===== src/rtl/mem_arbiter_if.sv =====
// Bundle of the fetch port, data port and unified SRAM port of mem_arbiter.
// The arbiter takes the slave view; the requesters/SRAM side takes master.
interface mem_arbiter_if #(
  parameter int ADDR_W = 32,
  parameter int DATA_W = 32
);
  // Fetch (instruction) port
  logic              if_req;
  logic [ADDR_W-1:0] if_addr;
  logic              if_gnt;
  logic              if_rvalid;
  logic [DATA_W-1:0] if_rdata;

  // Data (load/store) port
  logic              d_req;
  logic              d_we;
  logic [ADDR_W-1:0] d_addr;
  logic [DATA_W-1:0] d_wdata;
  logic [2:0]        d_mode;
  logic [2:0]        d_write_mode;
  logic              d_us;
  logic              d_gnt;
  logic              d_rvalid;
  logic [DATA_W-1:0] d_rdata;

  // Unified SRAM port
  logic              sram_en;
  logic              sram_we;
  logic [ADDR_W-1:0] sram_addr;
  logic [DATA_W-1:0] sram_wdata;
  logic [2:0]        sram_mode;
  logic [2:0]        sram_write_mode;
  logic              sram_us;
  logic [DATA_W-1:0] sram_rdata;

  modport slave (
    input  if_req, if_addr,
    input  d_req, d_we, d_addr, d_wdata, d_mode, d_write_mode, d_us,
    input  sram_rdata,
    output if_gnt, if_rvalid, if_rdata,
    output d_gnt, d_rvalid, d_rdata,
    output sram_en, sram_we, sram_addr, sram_wdata,
    output sram_mode, sram_write_mode, sram_us
  );

  modport master (
    output if_req, if_addr,
    output d_req, d_we, d_addr, d_wdata, d_mode, d_write_mode, d_us,
    output sram_rdata,
    input  if_gnt, if_rvalid, if_rdata,
    input  d_gnt, d_rvalid, d_rdata,
    input  sram_en, sram_we, sram_addr, sram_wdata,
    input  sram_mode, sram_write_mode, sram_us
  );
endinterface


===== src/rtl/mem_arbiter.sv =====
// Shares one single-port synchronous SRAM between the fetch port and the
// data port. Data wins by default; a starvation counter lets fetch through
// after STARVE_MAX consecutive denied cycles. Read data returns one cycle
// after the grant and is steered to whichever port issued the read.
module mem_arbiter #(
  parameter int ADDR_W     = 32,
  parameter int DATA_W     = 32,
  parameter int STARVE_MAX = 4   // 1..15
) (
  input  logic         clk,
  input  logic         reset,    // asynchronous, active low
  mem_arbiter_if.slave bus
);

  typedef enum logic [1:0] {
    IDLE    = 2'd0,
    RESP_IF = 2'd1,
    RESP_D  = 2'd2
  } state_t;

  localparam logic [3:0] STARVE_LIM = 4'(STARVE_MAX);

  state_t     state_q;
  state_t     state_d;
  logic [3:0] starve_cnt;
  logic       if_win;
  logic       d_win;

  // Arbitration: fetch wins only when data is idle or fetch has starved long enough
  always_comb begin
    if_win     = bus.if_req && (!bus.d_req || (starve_cnt == STARVE_LIM));
    d_win      = bus.d_req && !if_win;
    bus.if_gnt = if_win;
    bus.d_gnt  = d_win;
  end

  // SRAM request mux: winner drives the port, all zeros when nobody wins
  always_comb begin
    // NOTE: every output gets a default first so no path leaves it unassigned (no latch).
    bus.sram_en         = 1'b0;
    bus.sram_we         = 1'b0;
    bus.sram_addr       = {ADDR_W{1'b0}};
    bus.sram_wdata      = {DATA_W{1'b0}};
    bus.sram_mode       = 3'b000;
    bus.sram_write_mode = 3'b000;
    bus.sram_us         = 1'b0;
    if (if_win) begin
      bus.sram_en   = 1'b1;
      bus.sram_addr = bus.if_addr;
      bus.sram_mode = 3'b010;            // instruction fetch is always a word
    end else if (d_win) begin
      bus.sram_en         = 1'b1;
      bus.sram_we         = bus.d_we;
      bus.sram_addr       = bus.d_addr;
      bus.sram_wdata      = bus.d_wdata;
      bus.sram_mode       = bus.d_mode;
      bus.sram_write_mode = bus.d_write_mode;
      bus.sram_us         = bus.d_us;
    end
  end

  // Starvation counter: counts consecutive denied fetch cycles, saturating
  always_ff @(posedge clk or negedge reset) begin
    // NOTE: async active-low reset in the sensitivity list; state uses <= so all flops see pre-edge values.
    if (!reset) begin
      starve_cnt <= 4'd0;
    end else if (!bus.if_req || if_win) begin
      starve_cnt <= 4'd0;
    end else if (starve_cnt != STARVE_LIM) begin
      starve_cnt <= starve_cnt + 4'd1;
    end
  end

  // Response state register: remembers which port owns next cycle's read data
  always_ff @(posedge clk or negedge reset) begin
    if (!reset) begin
      state_q <= IDLE;
    end else begin
      state_q <= state_d;
    end
  end

  // Response next state and read-data steering
  always_comb begin
    state_d = IDLE;
    if (if_win) begin
      state_d = RESP_IF;
    end else if (d_win && !bus.d_we) begin
      state_d = RESP_D;                  // writes produce no response
    end
    bus.if_rvalid = (state_q == RESP_IF);
    bus.d_rvalid  = (state_q == RESP_D);
    bus.if_rdata  = (state_q == RESP_IF) ? bus.sram_rdata : {DATA_W{1'b0}};
    bus.d_rdata   = (state_q == RESP_D)  ? bus.sram_rdata : {DATA_W{1'b0}};
  end

endmodule


===== src/flat_wrapper.sv =====
// flat-port wrapper written by rule: the top's interface ports become plain ports
module mem_arbiter_flat 
#(
  parameter int ADDR_W     = 32,
  parameter int DATA_W     = 32,
  parameter int STARVE_MAX = 4           
)
  (clk, reset, bus_if_req, bus_if_addr, bus_d_req, bus_d_we, bus_d_addr, bus_d_wdata, bus_d_mode, bus_d_write_mode, bus_d_us, bus_sram_rdata, bus_if_gnt, bus_if_rvalid, bus_if_rdata, bus_d_gnt, bus_d_rvalid, bus_d_rdata, bus_sram_en, bus_sram_we, bus_sram_addr, bus_sram_wdata, bus_sram_mode, bus_sram_write_mode, bus_sram_us);
  mem_arbiter_if #(.ADDR_W(ADDR_W), .DATA_W(DATA_W)) bus_i ();
  input  logic clk;
  input  logic reset;
  input wire logic [$bits(bus_i.if_req)-1:0] bus_if_req;
  input wire logic [$bits(bus_i.if_addr)-1:0] bus_if_addr;
  input wire logic [$bits(bus_i.d_req)-1:0] bus_d_req;
  input wire logic [$bits(bus_i.d_we)-1:0] bus_d_we;
  input wire logic [$bits(bus_i.d_addr)-1:0] bus_d_addr;
  input wire logic [$bits(bus_i.d_wdata)-1:0] bus_d_wdata;
  input wire logic [$bits(bus_i.d_mode)-1:0] bus_d_mode;
  input wire logic [$bits(bus_i.d_write_mode)-1:0] bus_d_write_mode;
  input wire logic [$bits(bus_i.d_us)-1:0] bus_d_us;
  input wire logic [$bits(bus_i.sram_rdata)-1:0] bus_sram_rdata;
  output wire logic [$bits(bus_i.if_gnt)-1:0] bus_if_gnt;
  output wire logic [$bits(bus_i.if_rvalid)-1:0] bus_if_rvalid;
  output wire logic [$bits(bus_i.if_rdata)-1:0] bus_if_rdata;
  output wire logic [$bits(bus_i.d_gnt)-1:0] bus_d_gnt;
  output wire logic [$bits(bus_i.d_rvalid)-1:0] bus_d_rvalid;
  output wire logic [$bits(bus_i.d_rdata)-1:0] bus_d_rdata;
  output wire logic [$bits(bus_i.sram_en)-1:0] bus_sram_en;
  output wire logic [$bits(bus_i.sram_we)-1:0] bus_sram_we;
  output wire logic [$bits(bus_i.sram_addr)-1:0] bus_sram_addr;
  output wire logic [$bits(bus_i.sram_wdata)-1:0] bus_sram_wdata;
  output wire logic [$bits(bus_i.sram_mode)-1:0] bus_sram_mode;
  output wire logic [$bits(bus_i.sram_write_mode)-1:0] bus_sram_write_mode;
  output wire logic [$bits(bus_i.sram_us)-1:0] bus_sram_us;
  assign bus_i.if_req = bus_if_req;
  assign bus_i.if_addr = bus_if_addr;
  assign bus_i.d_req = bus_d_req;
  assign bus_i.d_we = bus_d_we;
  assign bus_i.d_addr = bus_d_addr;
  assign bus_i.d_wdata = bus_d_wdata;
  assign bus_i.d_mode = bus_d_mode;
  assign bus_i.d_write_mode = bus_d_write_mode;
  assign bus_i.d_us = bus_d_us;
  assign bus_i.sram_rdata = bus_sram_rdata;
  assign bus_if_gnt = bus_i.if_gnt;
  assign bus_if_rvalid = bus_i.if_rvalid;
  assign bus_if_rdata = bus_i.if_rdata;
  assign bus_d_gnt = bus_i.d_gnt;
  assign bus_d_rvalid = bus_i.d_rvalid;
  assign bus_d_rdata = bus_i.d_rdata;
  assign bus_sram_en = bus_i.sram_en;
  assign bus_sram_we = bus_i.sram_we;
  assign bus_sram_addr = bus_i.sram_addr;
  assign bus_sram_wdata = bus_i.sram_wdata;
  assign bus_sram_mode = bus_i.sram_mode;
  assign bus_sram_write_mode = bus_i.sram_write_mode;
  assign bus_sram_us = bus_i.sram_us;
  mem_arbiter #(.ADDR_W(ADDR_W), .DATA_W(DATA_W), .STARVE_MAX(STARVE_MAX)) u_core (.clk(clk), .reset(reset), .bus(bus_i));
endmodule

===== config.mk =====
export PLATFORM = sky130hd
export DESIGN_NAME = mem_arbiter_flat
export DESIGN_NICKNAME = d
export VERILOG_FILES = /design/src/rtl/mem_arbiter_if.sv /design/src/rtl/mem_arbiter.sv /design/src/flat_wrapper.sv
export SDC_FILE = /design/constraint.sdc
export NUM_CORES = 1
export LEC_CHECK = 0
export BUFFER_PORTS_ARGS = -buffer_cell sky130_fd_sc_hd__buf_2
export CORE_AREA = 2 2 108 110
export DETAILED_ROUTE_END_ITERATION = 8
export DIE_AREA = 0 0 110 112
export PLACE_DENSITY = 0.5
export SLEW_MARGIN = 10
export SYNTH_ARGS = -nofsm -noshare
export SYNTH_HDL_FRONTEND = slang
export SYNTH_SLANG_ARGS = --single-unit

===== constraint.sdc =====
create_clock -name clk -period 3.91 [get_ports clk]
set_input_delay 0.782 -clock clk [delete_from_list [all_inputs] [get_ports clk]]
set_output_delay 0.782 -clock clk [all_outputs]
set_load 0.02 [all_outputs]

==> key figures <==
Outcome
  • Status: finished, final reports clean

Final layout
  • Antenna Cells: 0
  • Layout Cells excl Fill: 592
  • Multi-input gate area: 0.001069 mm2
  • Sequential cell area: 150.1 um2
  • Final Util: 26.20%
  • Share of post-route cells with drive strength above 1: 64.59%
  • Synth-to-Final Area Change: 121.8%
  • Fin nets: 593
  • Design area: 0.002928 mm2
  • Filler Cell Count: 1258

CTS
  • Clk_lat worst skew: 0.23 ns
  • CTS Buf Count: 3
  • Postcts setup bufs: 0
  • Post-CTS Hold Buffers: 0
  • Clock sink count: 6
  • CTS tree: yes
  • H-tree levels: 1
  • Clock buffer depth: 2
  • Root buf cell: clkbuf_16
  • Worst-path clk slew: 0.03 ns
  • Post-CTS sizing: 0

Placed design
  • Final HPWL DP: 7.512 mm
  • I/O Buffers: 280
  • Placed cells: 589
  • Placement Cell Area: 0.002853 mm2
  • Routability congestion estimate: 0.7167

STA
  • Worst rel slew slack: 77.77%
  • F_max: 348.8 MHz
  • Final period util: 73.33%
  • Clock skew: 0.0007197 ns
  • Final hold vios: 0
  • TNS Setup: 0 ns
  • Finish-stage setup viols: 0
  • Fin crit period: 2.867 ns
  • Worst Tran Pin Value: 0.3327 ns
  • Slew Limit Fails: 0
  • RSZ-0062 raised after global routing: false

GRT
  • Global-route wire length before repair: 11.39 mm
  • GRT Total Usage: 12.00%
  • Vias in the first global route: 2170
  • Initial antenna violation count: 1
  • Grt ovf: 0
  • Largest net degree at the start of global routing: 66

Power
  • Power Total: 567.0 uW
  • Leakage power: 1.874 nW
  • Worst vdd ir: 0.1267 mV
  • PD cells: 193.7 mW/mm2

Yosys
  • Syn Area/Cell: 7.374 um2
  • Seq/Total Area, Yosys: 11.37%
  • Ys Warns: 0
  • Synth Instances: 179
  • Yosys cell types: 18
  • Syn nets: 321
  • Synthesis-stage register bit count: 6
  • Synth Cell Area: 0.001320 mm2

Setup path
  • Critical Path AT: 2.09 ns
  • Startpoint Class: flip-flop
  • Worst path required time: 3.13 ns
  • Maximum fanout along the worst path: 25
  • WS Path Type: flip-flop to output port
  • CP Capture Type: output port

Routing
  • Wirelength per Cell: 13.98 um
  • Vias: 2336
  • Routed WL: 8.275 mm
  • DRC: 0
  • Initial DRC count: 98
  • Routed vias/inst: 3.946
  • Final ANT Viol Nets: 0
  • First-pass detailed-route iteration total: 4

Floorplanning
  • Num rows: 39
  • Core area: 0.01117 mm2
  • Die Footprint: 0.01232 mm2
  • Die width: 110 um
  • Initial core utilization: 11.81%
  • I/O Pins: 281
  • Die height: 112 um

Job
  • Max Cap Violations: 0

Hold path
  • Hold WC Path Type: primary input to async pin
==> worst max-delay path, cell delays in order, from the launching register on <==
cell and delay [ns]:
dfrtp_1 0.39, inv_1 0.08, ha_1 0.16, nand3b_1 0.15
a21oi_4 0.36, buf_4 0.35, a22o_1 0.19, buf_2 0.17
==> routing by layer <==
metal	GRT usage, %	wire [um]
met1	13.64	3124
met2	22.45	4025
met3	2.869	1027
met4	2.110	97
met5	0	0
==> report_power, final <==
part           internal [mW]  switching [mW]
registers             0.0645         0.00129
clock network          0.131          0.0337
logic                  0.145           0.192
total                  0.340           0.227
==> path summary, 6_finish.rpt <==
check,cells past startpoint,slack [ns],startpoint,end
worst max register to register,6,2.21,u_core.starve_cnt[0],u_core.state_q[1]
worst min-delay path,1,0.38,reset,u_core.starve_cnt[0]
min in group clk,2,0.61,u_core.starve_cnt[0],u_core.starve_cnt[0]
worst max-delay path,7,1.04,u_core.starve_cnt[0],bus_sram_addr[15]
worst min register to register,2,0.61,u_core.starve_cnt[0],u_core.starve_cnt[0]
max in group asynchronous,1,3.38,reset,u_core.state_q[0]
==> flip-flops by register name, indices dropped and copies added, names as in the netlist <==
| register | cells |
|---|---|
| u_core.starve_cnt | 4 |
| u_core.state_q | 2 |
==> cells in the final DEF, fill, tap and decap left out <==
| master | count |
|---|---|
| buf_12 | 1 |
| inv_1 | 3 |
| or2_2 | 1 |
| dfrtp_1 | 6 |
| o21a_2 | 1 |
| a21oi_4 | 1 |
| buf_2 | 280 |
| nand3_1 | 1 |
| a21o_1 | 1 |
| clkbuf_16 | 3 |
| buf_4 | 3 |
| nor2b_1 | 3 |
| and3_1 | 4 |
| xnor2_1 | 1 |
| xor2_1 | 1 |
| nand3b_1 | 1 |
| and2_1 | 104 |
| ha_1 | 2 |
| a22o_1 | 32 |
==> synthesized netlist by cell type, drive strengths merged <==
cell / number / area (um2)
and2: 104 / 650.6
a22o: 32 / 280.3
xor2: 1 / 8.760
nand3: 1 / 5.000
clkbuf: 9 / 33.78
ha: 2 / 25.02
nand3b: 1 / 7.510
nor2b: 3 / 18.77
and3: 4 / 25.02
xnor2: 1 / 8.760
buf: 8 / 65.06
or2: 1 / 6.260
dfrtp: 6 / 150.1
inv: 3 / 11.26
a21oi: 1 / 8.760
o21a: 1 / 7.510
a21o: 1 / 7.510
==> logic make-up (layout without fill, tap and decap cells) <==
| family | Yosys count | in the layout | share of synthesized area, % |
|---|---|---|---|
| AND/OR/NAND/NOR | 114 | 114 | 54.03 |
| buffers and inverters | 20 | 290 | 8.341 |
| adder cells (fa/ha/maj) | 2 | 2 | 1.895 |
| AO/OA/AOI/OAI | 35 | 35 | 23.03 |
| XOR/XNOR | 2 | 2 | 1.327 |
| flip-flops | 6 | 6 | 11.37 |
==> final cells by class <==
| type | instances | share of cell area, % |
|---|---|---|
| flip-flops and latches | 6 | 5.128 |
| well taps | 143 | 6.111 |
| repair buffers | 284 | 49.32 |
| clock buffers | 3 | 2.564 |
| multi-input cells | 153 | 36.50 |
| inverters | 3 | 0.3846 |
==> stage by stage <==
step,hold WS (ns),setup slack [ns]
finish,0.3763,1.043
global route,0.3817,0.8314
CTS,0.3737,0.9995
detailed placement,0.6059,1.102
global placement,0.5980,1.182
floorplan,0.4864,1.559
No activity file was read; power rests on OpenSTA's default activity.
